## src/rtl/tinyalu_exec.sv

```systemverilog
// tinyalu_exec: execution core of the TinyALU.
// Takes a captured A/B/op command from the start/done handshake bus.
// Add, and and xor finish one cycle after capture.
// Unsigned 8x8 multiply runs through a MUL_STAGES-deep pipeline.
// Optional feature macro: TINYALU_ILLEGAL_OP_FLAG_EN adds a sticky illegal_op output.
// Without the macro, opcodes 101-111 behave exactly like no_op.
module tinyalu_exec #(
    parameter int MUL_STAGES = 3   // cycles from capture to done for mul, legal 2..6
) (
    input  logic        clk,
    input  logic        reset,
    input  logic [7:0]  A,
    input  logic [7:0]  B,
    input  logic [2:0]  op,
    input  logic        start,
    output logic        done,
    output logic [15:0] result,
`ifdef TINYALU_ILLEGAL_OP_FLAG_EN
    output logic        illegal_op,
`endif
    output logic        busy
);

    // Opcode encoding on the command bus
    localparam logic [2:0] OP_NOP = 3'b000;
    localparam logic [2:0] OP_ADD = 3'b001;
    localparam logic [2:0] OP_AND = 3'b010;
    localparam logic [2:0] OP_XOR = 3'b011;
    localparam logic [2:0] OP_MUL = 3'b100;

    // Handshake states
    localparam logic [1:0] S_IDLE     = 2'd0;
    localparam logic [1:0] S_EXEC     = 2'd1;
    localparam logic [1:0] S_MUL      = 2'd2;
    localparam logic [1:0] S_WAIT_LOW = 2'd3;

    // Counter value at which the multiply result is taken
    localparam logic [2:0] MUL_LAST = 3'(MUL_STAGES);

    // Full-product pipeline depth after the partial-product stage; kept at
    // least 1 so the array is never empty when MUL_STAGES is 2
    localparam int PROD_DEPTH = (MUL_STAGES > 2) ? (MUL_STAGES - 2) : 1;

    logic [1:0]  state_q, state_d;
    logic [7:0]  a_q, a_d;
    logic [7:0]  b_q, b_d;
    logic [2:0]  op_q, op_d;
    logic [2:0]  cnt_q, cnt_d;
    logic        done_q, done_d;
    logic [15:0] result_q, result_d;

    logic [11:0] pp_lo_q, pp_lo_d;
    logic [11:0] pp_hi_q, pp_hi_d;
    logic [15:0] prod_q [PROD_DEPTH];
    logic [15:0] prod_d [PROD_DEPTH];

    logic [15:0] alu_res;
    logic [15:0] pp_sum;
    logic [15:0] mul_final;

    // Single-cycle operations on the captured operands
    always_comb begin
        alu_res = 16'h0000;
        case (op_q)
            OP_ADD:  alu_res = {7'b0, ({1'b0, a_q} + {1'b0, b_q})};
            OP_AND:  alu_res = {8'b0, (a_q & b_q)};
            OP_XOR:  alu_res = {8'b0, (a_q ^ b_q)};
            default: alu_res = 16'h0000;
        endcase
    end

    // Recombine the two nibble partial products into the full product
    assign pp_sum = {4'b0, pp_lo_q} + {pp_hi_q, 4'b0};

    // Multiply pipeline: stage 0 forms A*B[3:0] and A*B[7:4], later stages
    // carry the summed product; it only advances while a mul is in flight
    always_comb begin
        pp_lo_d = pp_lo_q;
        pp_hi_d = pp_hi_q;
        prod_d  = prod_q;
        if (state_q == S_MUL) begin
            pp_lo_d   = 12'(a_q) * 12'(b_q[3:0]);
            pp_hi_d   = 12'(a_q) * 12'(b_q[7:4]);
            prod_d[0] = pp_sum;
            for (int i = 1; i < PROD_DEPTH; i++) begin
                prod_d[i] = prod_q[i-1];
            end
        end
    end

    // Pick the pipeline tap that is valid on the edge the counter reaches MUL_STAGES
    generate
        if (MUL_STAGES == 2) begin : g_short_mul
            assign mul_final = pp_sum;
        end else begin : g_long_mul
            assign mul_final = prod_q[MUL_STAGES-3];
        end
    endgenerate

    // Handshake control: capture, completion, abort and wait-for-start-low
    always_comb begin
        state_d  = state_q;
        a_d      = a_q;
        b_d      = b_q;
        op_d     = op_q;
        cnt_d    = cnt_q;
        done_d   = 1'b0;
        result_d = result_q;
        case (state_q)
            S_IDLE: begin
                if (start) begin
                    a_d  = A;
                    b_d  = B;
                    op_d = op;
                    case (op)
                        OP_ADD, OP_AND, OP_XOR: state_d = S_EXEC;
                        OP_MUL: begin
                            state_d = S_MUL;
                            cnt_d   = 3'd1;
                        end
                        default: state_d = S_WAIT_LOW;
                    endcase
                end
            end
            S_EXEC: begin
                if (!start) begin
                    state_d = S_IDLE;
                end else begin
                    result_d = alu_res;
                    done_d   = 1'b1;
                    state_d  = S_WAIT_LOW;
                end
            end
            S_MUL: begin
                if (!start) begin
                    state_d = S_IDLE;
                    cnt_d   = 3'd0;
                end else if (cnt_q == MUL_LAST) begin
                    result_d = mul_final;
                    done_d   = 1'b1;
                    state_d  = S_WAIT_LOW;
                    cnt_d    = 3'd0;
                end else begin
                    cnt_d = cnt_q + 3'd1;
                end
            end
            S_WAIT_LOW: begin
                if (!start) begin
                    state_d = S_IDLE;
                end
            end
            default: state_d = S_IDLE;
        endcase
    end

    // Control and result registers; reset discards any in-flight command
    always_ff @(posedge clk or posedge reset) begin
        if (reset) begin
            state_q  <= S_IDLE;
            a_q      <= 8'h00;
            b_q      <= 8'h00;
            op_q     <= OP_NOP;
            cnt_q    <= 3'd0;
            done_q   <= 1'b0;
            result_q <= 16'h0000;
        end else begin
            state_q  <= state_d;
            a_q      <= a_d;
            b_q      <= b_d;
            op_q     <= op_d;
            cnt_q    <= cnt_d;
            done_q   <= done_d;
            result_q <= result_d;
        end
    end

    // Multiply pipeline registers
    always_ff @(posedge clk or posedge reset) begin
        if (reset) begin
            pp_lo_q <= 12'h000;
            pp_hi_q <= 12'h000;
            for (int i = 0; i < PROD_DEPTH; i++) begin
                prod_q[i] <= 16'h0000;
            end
        end else begin
            pp_lo_q <= pp_lo_d;
            pp_hi_q <= pp_hi_d;
            for (int i = 0; i < PROD_DEPTH; i++) begin
                prod_q[i] <= prod_d[i];
            end
        end
    end

`ifdef TINYALU_ILLEGAL_OP_FLAG_EN
    logic illegal_q, illegal_d;

    // Sticky flag raised when an opcode 101-111 is captured
    always_comb begin
        illegal_d = illegal_q;
        if ((state_q == S_IDLE) && start && (op > OP_MUL)) begin
            illegal_d = 1'b1;
        end
    end

    // Flag register, cleared only by reset
    always_ff @(posedge clk or posedge reset) begin
        if (reset) begin
            illegal_q <= 1'b0;
        end else begin
            illegal_q <= illegal_d;
        end
    end

    assign illegal_op = illegal_q;
`endif

    assign done   = done_q;
    assign result = result_q;
    assign busy   = (state_q != S_IDLE);

endmodule

```

## config.mk

```make
export PLATFORM = sky130hd
export DESIGN_NAME = tinyalu_exec
export DESIGN_NICKNAME = d
export VERILOG_FILES = /design/src/rtl/tinyalu_exec.sv
export SDC_FILE = /design/constraint.sdc
export NUM_CORES = 1
export LEC_CHECK = 0
export ABC_AREA = 1
export CORE_MARGIN = 4
export CORE_UTILIZATION = 52
export CTS_BUF_LIST = sky130_fd_sc_hd__clkbuf_8
export CTS_CLUSTER_DIAMETER = 40
export CTS_CLUSTER_SIZE = 10
export DETAILED_ROUTE_END_ITERATION = 6
export PLACE_DENSITY = 0.74
export SETUP_SLACK_MARGIN = 0.4
export SKIP_CTS_REPAIR_TIMING = 1
export SLEW_MARGIN = 20
export SYNTH_ARGS = -nofsm -noshare
export SYNTH_HDL_FRONTEND = slang
export SYNTH_SLANG_ARGS = --single-unit
```

## constraint.sdc

```tcl
create_clock -name clk -period 3.35 [get_ports clk]
set_clock_uncertainty 0.15 [all_clocks]
set_input_delay 1.005 -clock clk [delete_from_list [all_inputs] [get_ports clk]]
set_output_delay 1.005 -clock clk [all_outputs]
set_load 0.05 [all_outputs]
```

==> impl_results.md, run 1 <==
- Status: completed
- Main area contributors after synthesis: dfrtp_1, nand2_1, ha_1
- Crit end category: flop
- Hold Path Cell Cnt: 2
- Post-route DRC: 0
- Clock-pin slew on the worst setup and hold paths: approximately 90 ps
- Area growth syn-to-layout: 19.7%
- Ports: 40
- Synth unique cells: 45
- Synth top area share: 32.4%
- CP Data Arrival Time: ~3200 ps
- Most common cell after layout, fill and taps aside: nand2_1
- Max incr delay on CP: approximately 540 ps
- Die ar.: roughly 14000 µm²
- R2r startpoint: a_q[4]$_DFFE_PP0P_
- Sequential fraction of the synthesis area: about a third
- Initial Utilization: ~54%
- # diodes: 0
- Mean post-synth cell area: approximately 7.7 µm²
- Slew margin rel.: between 60% and 70%
- Hold Path Class: flop to flop
- Crit Path Class: flop to flop
- Min Tclk post-route: about 3100 ps
- Clock Sink Count: 81
- Hold path start: mul_final[15]$_DFFE_PP0P_
- Fmax: 0.321 GHz
- Worst-path cell chain: nand2_2, inv_1, fa_1, inv_1, fa_1, inv_1, ha_4, nand2_2, nor3_4, nand3_2, nand3_2, nand2_1, nand3_1, o21ai_0
- Final setup fails: 0
- Htree depth: 3
- CTS Buf Count: 9
- Tcrit/Tclk final: between 90 and 100%
- Max Cap Violations: 0
- Vias in the first global route: 5328
- Share of layout cells above drive strength 1: 19.0%
- Netlist Area Pre-Place: approximately 6300 µm²
- Die Y: approximately 120 µm
- WL per Instance: about 15 µm
- Most frequent cells in the layout: nand2_1, inv_1, dfrtp_1
- Avg Vias per Cell: 5.38
- Drt initial violations: 272
- Initial antenna violation count: 0
- Final nets: 967
- Placeable Area: ~12000 µm²
- Post-Syn Instances: 811
- R2R setup slack: ~240 ps
- DP Wirelength: roughly 11 mm
- Crit path required time: between 3000 and 4000 ps
- Total track usage: between 20 and 25%
- Final hold violation count: 0
- Vias: about 5400
- RSZ-0062 raised after global routing: true
- #FFs+latches synth: 81
- Buffers on Ports: 39
- Die X: 118 µm
- Clk_lat worst skew: ~370 ps
- Worst Hold End: mul_final[15]$_DFFE_PP0P_
- Final Wtd Congestion: about 0.96
- Slew @ Worst Pin: around 550 ps
- Post-route ant nets: 0
- Area of the multi-input gates: roughly 3800 µm²
- Worst R2R End: pp_hi_q[11]$_DFFE_PP0P_
- Critical Path Fanout Max: 6
- Crit path max-delay cell type: fa_1
- CTS tree: yes
- Leading area contributor after synthesis: dfrtp_1
- Root buf cell: clkbuf_8
- Gr ovfl total: 0
- DRT Wirelength: 15.2 mm
- YS warnings: 0
- Slew Limit Fails: 0
- Fillers: about 1000
- CP dominant cell by count: inv_1
- Rows: 39
- Register Area: between 2000 and 2500 µm²
- Drt first pass iters: 4
- Largest net degree at the start of global routing: 82
- Setup_tns: 0 ps
- Mapped Nets: about 910
- First-pass GRT wire length: between 20 and 30 mm
- Startpoint types: flop
- R2r worst-path depth: 14
- Worst-case clock buffer depth: 2
==> routing by layer <==
metal / share of wire [%] / track usage [%] / wire length [µm] / up-vias
li1: - / - / - / 2679
met1: 44 / 28.3 / 6720 / 2622
met2: 50 / 37.2 / 7590 / 116
met3: 3.3 / 2.84 / 499 / 27
met4: 2.6 / 8.06 / 395 / 0
met5: 0 / 0 / 0 / -
==> synthesized netlist by cell type (all sizes together) <==
cell type  number
a211o           1
a21boi          1
a21o            2
a21oi          43
a22oi           6
a31o            2
a31oi           7
a32o            1
buf            11
clkbuf         20
dfrtp          81
fa             25
ha             56
inv           141
mux2           16
nand2         224
nand3          53
nand3b          4
nand4          11
nor2           38
nor3            5
o21a            1
o21ai          42
o21bai          2
o22ai           2
o31ai           2
or2             6
xnor2           6
xor2            2
==> worst max path at each step <==
stage	from	to	slack, ps	cells after the start
2_1_floorplan	a_q[1]$_DFFE_PP0P_	pp_hi_q[7]$_DFFE_PP0P_	400	12
3_3_place_gp	a_q[5]$_DFFE_PP0P_	pp_hi_q[7]$_DFFE_PP0P_	190	12
3_5_place_dp	b_q[3]$_DFFE_PP0P_	pp_lo_q[11]$_DFFE_PP0P_	150	15
4_1_cts	b_q[3]$_DFFE_PP0P_	pp_lo_q[11]$_DFFE_PP0P_	130	15
5_1_grt	b_q[3]$_DFFE_PP0P_	pp_lo_q[10]$_DFFE_PP0P_	50	17
6_report	a_q[4]$_DFFE_PP0P_	pp_hi_q[11]$_DFFE_PP0P_	240	14
==> worst max-delay path, delay by kind of cell (launching register included) <==
family / cells / cell delay (ps)
simple gates: 7 / 720
buf+inv: 3 / 180
compound gates: 1 / 90
fa+ha+maj: 3 / 1350
flops: 1 / 490
==> through the flow <==
step,hold slack [ps],setup slack (ps),instance area [µm²],cells,utilization [%]
after floorplan,292,399,6360,811,-
after global placement,311,185,6800,968,58.6
after detailed placement,316,153,6800,968,58.6
after CTS,340,131,7030,984,60.5
after global routing,370,50.0,7490,1012,64.5
final,336,238,7490,1012,64.5
==> state kept, by name, summed over array words and instances (netlist names) <==
register   flops
a_q            8
b_q            8
cnt_q          3
done           1
mul_final     16
op_q           3
pp_hi_q       12
pp_lo_q       12
result        16
state_q        2
==> layout make-up <==
type                       count  area share, %
clock buffer                   9           1.65
tap                          143           2.39
clock inverter                 7           1.39
inverter                     141           7.11
multi-input combinational    558           51.1
timing repair buffer          73           9.13
sequential                    81           27.2
==> kinds of logic after synthesis <==
kind of cell,after synthesis,synth area share [%]
xor+xnor,8,1.12
flops,81,32.4
buf+inv,172,10.9
simple gates,341,23.3
mux,16,2.88
fa+ha+maj,81,19.2
compound gates,112,10.3
Power of run 1 is not shown: default switching activity piles up to over one toggle a cycle in this logic, so the estimate is an artifact.
==> run 2, diff against run 1 <==
--- a/config.mk
+++ b/config.mk
@@ -6,7 +6,7 @@
 export NUM_CORES = 1
 export LEC_CHECK = 0
 export ABC_AREA = 1
-export CORE_MARGIN = 4
+export CORE_MARGIN = 3
 export CORE_UTILIZATION = 52
 export CTS_BUF_LIST = sky130_fd_sc_hd__clkbuf_8
 export CTS_CLUSTER_DIAMETER = 40
==> run 2 against run 1 <==
Against the previous run: maximum frequency is 1.1% lower; hold slack worse by 2.1 ps; highest routed layer unchanged; via count hardly changed; sequential share of layout area is 0.10 points lower.
==> impl_results.md, run 2 (synthesis results as in run 1) <==
- R2R setup slack: 200 ps (was 240 ps)
- DRT Wirelength: 14.9 mm (was 15.2 mm)
- Final core area utilization: 64.8% (was 64.5%)
- Root buf cell: clkbuf_8 (unchanged)
- Drt initial violations: 433 (was 272)
- Rows: 39 (unchanged)
- Status: completed (unchanged)
- Gr busiest metal: met2 (unchanged)
- Final hold violation count: 0 (unchanged)
- Share of layout cells above drive strength 1: 20.2% (was 19.0%)
- CTS tree: yes (unchanged)
- Clk_lat worst skew: 380 ps (was 370 ps)
- Min Tclk post-route: 3150 ps (was 3110 ps)
- Hold Path Class: flop to flop (unchanged)
- Max Cap Violations: 0 (unchanged)
- Hold Path Cell Cnt: 2 (unchanged)
- Final setup fails: 0 (unchanged)
- Avg Vias per Cell: 5.36 (was 5.38)
- Fin Hold WS: 334 ps (was 336 ps)
- Met2 GRT Util: 38.0% (was 37.2%)
- Worst setup margin: 205 ps (was 238 ps)
- Met3 Usage GRT: 4.49% (was 2.84%)
- GR Util met1: 29.0% (was 28.3%)
- R2r startpoint: a_q[2]$_DFFE_PP0P_ (was a_q[4]$_DFFE_PP0P_)
- Htree depth: 3 (unchanged)
- Gr ovfl total: 0 (unchanged)
- Crit end category: flop (unchanged)
- Die X: 116 µm (was 118 µm)
- Initial Utilization: 53.9% (unchanged)
- First-pass GRT wire length: 24.0 mm (was 25.2 mm)
- Vias: 5445 (was 5444)
- Hold path start: mul_final[4]$_DFFE_PP0P_ (was mul_final[15]$_DFFE_PP0P_)
- Ports: 40 (unchanged)
- Crit path required time: 3470 ps (was 3440 ps)
- Vias in the first global route: 5106 (was 5328)
- Area growth syn-to-layout: 20.2% (was 19.7%)
- CP Data Arrival Time: 3270 ps (was 3200 ps)
- Slew Limit Fails: 0 (unchanged)
- Drt first pass iters: 5 (was 4)
- Tcrit/Tclk final: 93.9% (was 92.9%)
- Post-Place Worst Slack: 131 ps (was 153 ps)
- Startpoint types: flop (unchanged)
- R2r worst-path depth: 14 (unchanged)
- Final nets: 970 (was 967)
- Post-route DRC: 0 (unchanged)
- DP Wirelength: 10.7 mm (was 11.0 mm)
- Crit Path Class: flop to flop (unchanged)
- # diodes: 0 (unchanged)
- Final Wtd Congestion: 0.877 (was 0.963)
- RSZ-0062 raised after global routing: true (unchanged)
- Most frequent cells in the layout: nand2_1, inv_1, dfrtp_1 (unchanged)
- Most common cell after layout, fill and taps aside: nand2_1 (unchanged)
- Worst-case clock buffer depth: 2 (unchanged)
- Die Y: 116 µm (was 118 µm)
- Worst Hold End: mul_final[4]$_DFFE_PP0P_ (was mul_final[15]$_DFFE_PP0P_)
- Buffers on Ports: 39 (unchanged)
- Slew @ Worst Pin: 830 ps (was 551 ps)
- Die ar.: 13400 µm² (was 13900 µm²)
- Clock Sink Count: 81 (unchanged)
- WL per Instance: 14.7 µm (was 15.0 µm)
- Critical Path Fanout Max: 6 (unchanged)
- Largest net degree at the start of global routing: 82 (unchanged)
- Setup_tns: 0 ps (unchanged)
- Post-route ant nets: 0 (unchanged)
- CTS Buf Count: 9 (unchanged)
- Initial antenna violation count: 0 (unchanged)
- Slew margin rel.: 44.6% (was 63.2%)
- Placeable Area: 11600 µm² (unchanged)
- Total track usage: 22.4% (was 21.8%)
- Clock-pin slew on the worst setup and hold paths: 90 ps (about the same)
- Fmax: 0.318 GHz (was 0.321 GHz)
- Worst R2R End: pp_hi_q[7]$_DFFE_PP0P_ (was pp_hi_q[11]$_DFFE_PP0P_)
run 2: changes by cell type in the layout (fill, tap and decap cells not counted), sizes merged:
cell and change:
buf +3, clkinv +2, bufinv -1, inv -1
run 2: worst max-delay path, cell delays in order (launching register included):
cell and delay [ps]:
dfrtp_2 470, buf_6 150, nand2_1 80, inv_2 40, fa_1 530, inv_1 50, fa_1 490, inv_2 50
ha_4 260, nand2_2 90, nor2_2 50, a211o_2 300, or2_1 210, nand3_1 80, nand2_1 60
run 2: worst max path at each step:
| stage | startpoint | to | cells after the start |
|---|---|---|---|
| global placement | a_q[5]$_DFFE_PP0P_ | pp_hi_q[7]$_DFFE_PP0P_ | 12 |
| global route | a_q[6]$_DFFE_PP0P_ | pp_hi_q[11]$_DFFE_PP0P_ | 14 |
| CTS | a_q[5]$_DFFE_PP0P_ | pp_hi_q[11]$_DFFE_PP0P_ | 13 |
| floorplan | a_q[1]$_DFFE_PP0P_ | pp_hi_q[7]$_DFFE_PP0P_ | 12 |
| finish | a_q[2]$_DFFE_PP0P_ | pp_hi_q[7]$_DFFE_PP0P_ | 14 |
| detailed placement | a_q[5]$_DFFE_PP0P_ | pp_hi_q[11]$_DFFE_PP0P_ | 13 |
run 2: layout make-up:
class | count | area, µm²
inverters | 141 | 533
flip-flops and latches | 81 | 2040
multi-input cells | 558 | 3840
repair buffers | 76 | 719
clock inverters | 7 | 85.1
clock buffers | 9 | 124
fillers | 953 | 4090
well taps | 143 | 179
run 2: metrics by stage:
step / instance area [µm²] / instances
4_1_cts: 7000 / 983
3_3_place_gp: 6800 / 967
5_1_grt: 7530 / 1015
6_report: 7530 / 1015
3_5_place_dp: 6800 / 967
2_1_floorplan: 6360 / 811
run 2: routing by layer:
metal | routed length [µm] | up-vias
met4 | 343 | 0
met3 | 615 | 30
met5 | 0 | -
met2 | 7440 | 132
li1 | - | 2695
met1 | 6520 | 2588
Power of run 2 is left out for the same reason.
==> run 3, diff against run 2 <==
--- a/config.mk
+++ b/config.mk
@@ -6,13 +6,15 @@
 export NUM_CORES = 1
 export LEC_CHECK = 0
 export ABC_AREA = 1
+export CAP_MARGIN = 0
 export CORE_MARGIN = 3
 export CORE_UTILIZATION = 52
 export CTS_BUF_LIST = sky130_fd_sc_hd__clkbuf_8
 export CTS_CLUSTER_DIAMETER = 40
 export CTS_CLUSTER_SIZE = 10
 export DETAILED_ROUTE_END_ITERATION = 6
-export PLACE_DENSITY = 0.74
+export MAX_ROUTING_LAYER = met4
+export PLACE_DENSITY = 0.79
 export SETUP_SLACK_MARGIN = 0.4
 export SKIP_CTS_REPAIR_TIMING = 1
 export SLEW_MARGIN = 20
==> run 3 against run 2 <==
Against the previous run: first-iteration DRC count decreased by 9.5%; sequential share of layout area increased by 0.44 points; maximum frequency increased by 1.1%; global-route usage increased by 0.82 points; via count decreased by 1.0%; final area decreased by 1.6%; final cell count decreased by 0.39%; critical path depth increased by 1; hold slack improved by 0.71 ps; utilization decreased by 1.0 points; die area unchanged; highest routed layer unchanged.
==> impl_results.md, run 3 (synthesis results as in run 1) <==
- Status: completed (unchanged)
- Post-route ant nets: 0 (unchanged)
- Htree depth: 3 (unchanged)
- Rows: 39 (unchanged)
- Hold Path Class: flop to flop (unchanged)
- Vias: 5389 (was 5445)
- Post-route DRC: 0 (unchanged)
- Initial antenna violation count: 0 (unchanged)
- Setup_tns: 0 ps (unchanged)
- Worst-path cell chain: ha_4, fa_1, inv_1, fa_1, inv_2, ha_4, nand2_2, inv_1, nand4_1, nand3_2, nand3_2, nand2_1, nand2_1, nand3_1, o21ai_0 (was buf_6, nand2_1, inv_2, fa_1, inv_1, fa_1, inv_2, ha_4, nand2_2, nor2_2, a211o_2, or2_1, nand3_1, nand2_1)
- Worst setup margin: 238 ps (was 205 ps)
- Crit Path Class: flop to flop (unchanged)
- Startpoint types: flop (unchanged)
- Die ar.: 13400 µm² (unchanged)
- Final core area utilization: 63.8% (was 64.8%)
- Area growth syn-to-layout: 18.3% (was 20.2%)
- CP Launch Point: a_q[5]$_DFFE_PP0P_ (was a_q[2]$_DFFE_PP0P_)
- WL per Instance: 14.4 µm (was 14.7 µm)
- Clock Sink Count: 81 (unchanged)
- Tcrit/Tclk final: 92.9% (was 93.9%)
- Total track usage: 23.2% (was 22.4%)
- R2R setup slack: 240 ps (was 200 ps)
- Final Wtd Congestion: 0.887 (was 0.877)
- Fillers: 996 (was 953)
- Final nets: 965 (was 970)
- Ports: 40 (unchanged)
- Min Tclk post-route: 3110 ps (was 3150 ps)
- Crit path max-delay cell type: fa_1 (unchanged)
- Worst-case clock buffer depth: 2 (unchanged)
- Final hold violation count: 0 (unchanged)
- DP Wirelength: 10.5 mm (was 10.7 mm)
- Share of layout cells above drive strength 1: 17.1% (was 20.2%)
- Post-Place Worst Slack: 91.6 ps (was 131 ps)
- Critical Path Fanout Max: 7 (was 6)
- Max Cap Violations: 0 (unchanged)
- R2r startpoint: a_q[5]$_DFFE_PP0P_ (was a_q[2]$_DFFE_PP0P_)
- Placed cell count: 969 (was 967)
- Avg Vias per Cell: 5.33 (was 5.36)
- Largest net degree at the start of global routing: 52 (was 82)
- Vias in the first global route: 4948 (was 5106)
- CTS Buf Count: 9 (unchanged)
- Die X: 116 µm (unchanged)
- Initial Utilization: 53.9% (unchanged)
- DRT Wirelength: 14.6 mm (was 14.9 mm)
- RSZ-0062 raised after global routing: true (unchanged)
- CTS tree: yes (unchanged)
- Crit path required time: 3450 ps (was 3470 ps)
- Die Y: 116 µm (unchanged)
- Slew @ Worst Pin: 847 ps (was 830 ps)
- First-pass GRT wire length: 23.8 mm (was 24.0 mm)
- Final setup fails: 0 (unchanged)
- Clk_lat worst skew: 380 ps (about the same)
- Buffers on Ports: 39 (unchanged)
- Register Area: 2040 µm² (unchanged)
- Placeable Area: 11600 µm² (unchanged)
- Clock-pin slew on the worst setup and hold paths: 80 ps (was 90 ps)
- Max incr delay on CP: 510 ps (was 530 ps)
- Crit end category: flop (unchanged)
- Slew Limit Fails: 0 (unchanged)
- Drt first pass iters: 7 (was 5)
- Slew margin rel.: 43.5% (was 44.6%)
- Area of the multi-input gates: 3800 µm² (was 3840 µm²)
- CP Data Arrival Time: 3210 ps (was 3270 ps)
- Drt initial violations: 392 (was 433)
- Hold path start: mul_final[4]$_DFFE_PP0P_ (unchanged)
- Fmax: 0.321 GHz (was 0.318 GHz)
- Most frequent cells in the layout: nand2_1, inv_1, dfrtp_1 (unchanged)
- Gr ovfl total: 0 (unchanged)
- Most common cell after layout, fill and taps aside: nand2_1 (unchanged)
- Root buf cell: clkbuf_8 (unchanged)
- Layout Cells excl Fill: 1011 (was 1015)
## run 3: cell count changes in the layout (fill, tap and decap cells not counted), moves of 3 or more
cell	before	now
inv_1	116	126
nand2_1	202	213
inv_6	3	0
inv_2	24	16
nand2_2	21	10
buf_6	7	3
## run 3: path summary, 6_finish.rpt
kind / endpoint / cells past startpoint
worst min-delay path: mul_final[4]$_DFFE_PP0P_ / 2
min in group asynchronous: result[7]$_DFFE_PP0P_ / 2
worst max register to register: pp_hi_q[10]$_DFFE_PP0P_ / 15
worst max-delay path: pp_hi_q[10]$_DFFE_PP0P_ / 15
worst min register to register: mul_final[4]$_DFFE_PP0P_ / 2
max in group asynchronous: a_q[6]$_DFFE_PP0P_ / 3
## run 3: layout make-up
type	count	share of cell area [%]
Multi-Input combinational cell	558	51.3
Antenna cell	1	0.0338
Timing Repair Buffer	71	8.97
Clock buffer	9	1.67
Clock inverter	7	0.861
Inverter	141	7.19
Sequential cell	81	27.6
Tap cell	143	2.42
## run 3: critical path, delay by kind of cell (launching register included)
family | cells | cell delay [ps]
AND/OR/NAND/NOR | 7 | 560
flip-flops | 1 | 500
adder cells (fa/ha/maj) | 4 | 1510
AO/OA/AOI/OAI | 1 | 90
buffers and inverters | 3 | 190
## run 3: metrics by stage
stage	cell area [µm²]	hold slack (ps)
after floorplan	6360	292
after global placement	6820	306
after detailed placement	6820	313
after CTS	7010	334
after global routing	7410	358
final	7410	335
## run 3: layer usage
layer / share of wire, % / global-route usage, %
met5: 0 / -
met4: 2.4 / 6.34
met1: 44 / 31.3
met2: 47 / 35.9
met3: 6.9 / 4.91
Power of run 3 is left out for the same reason.
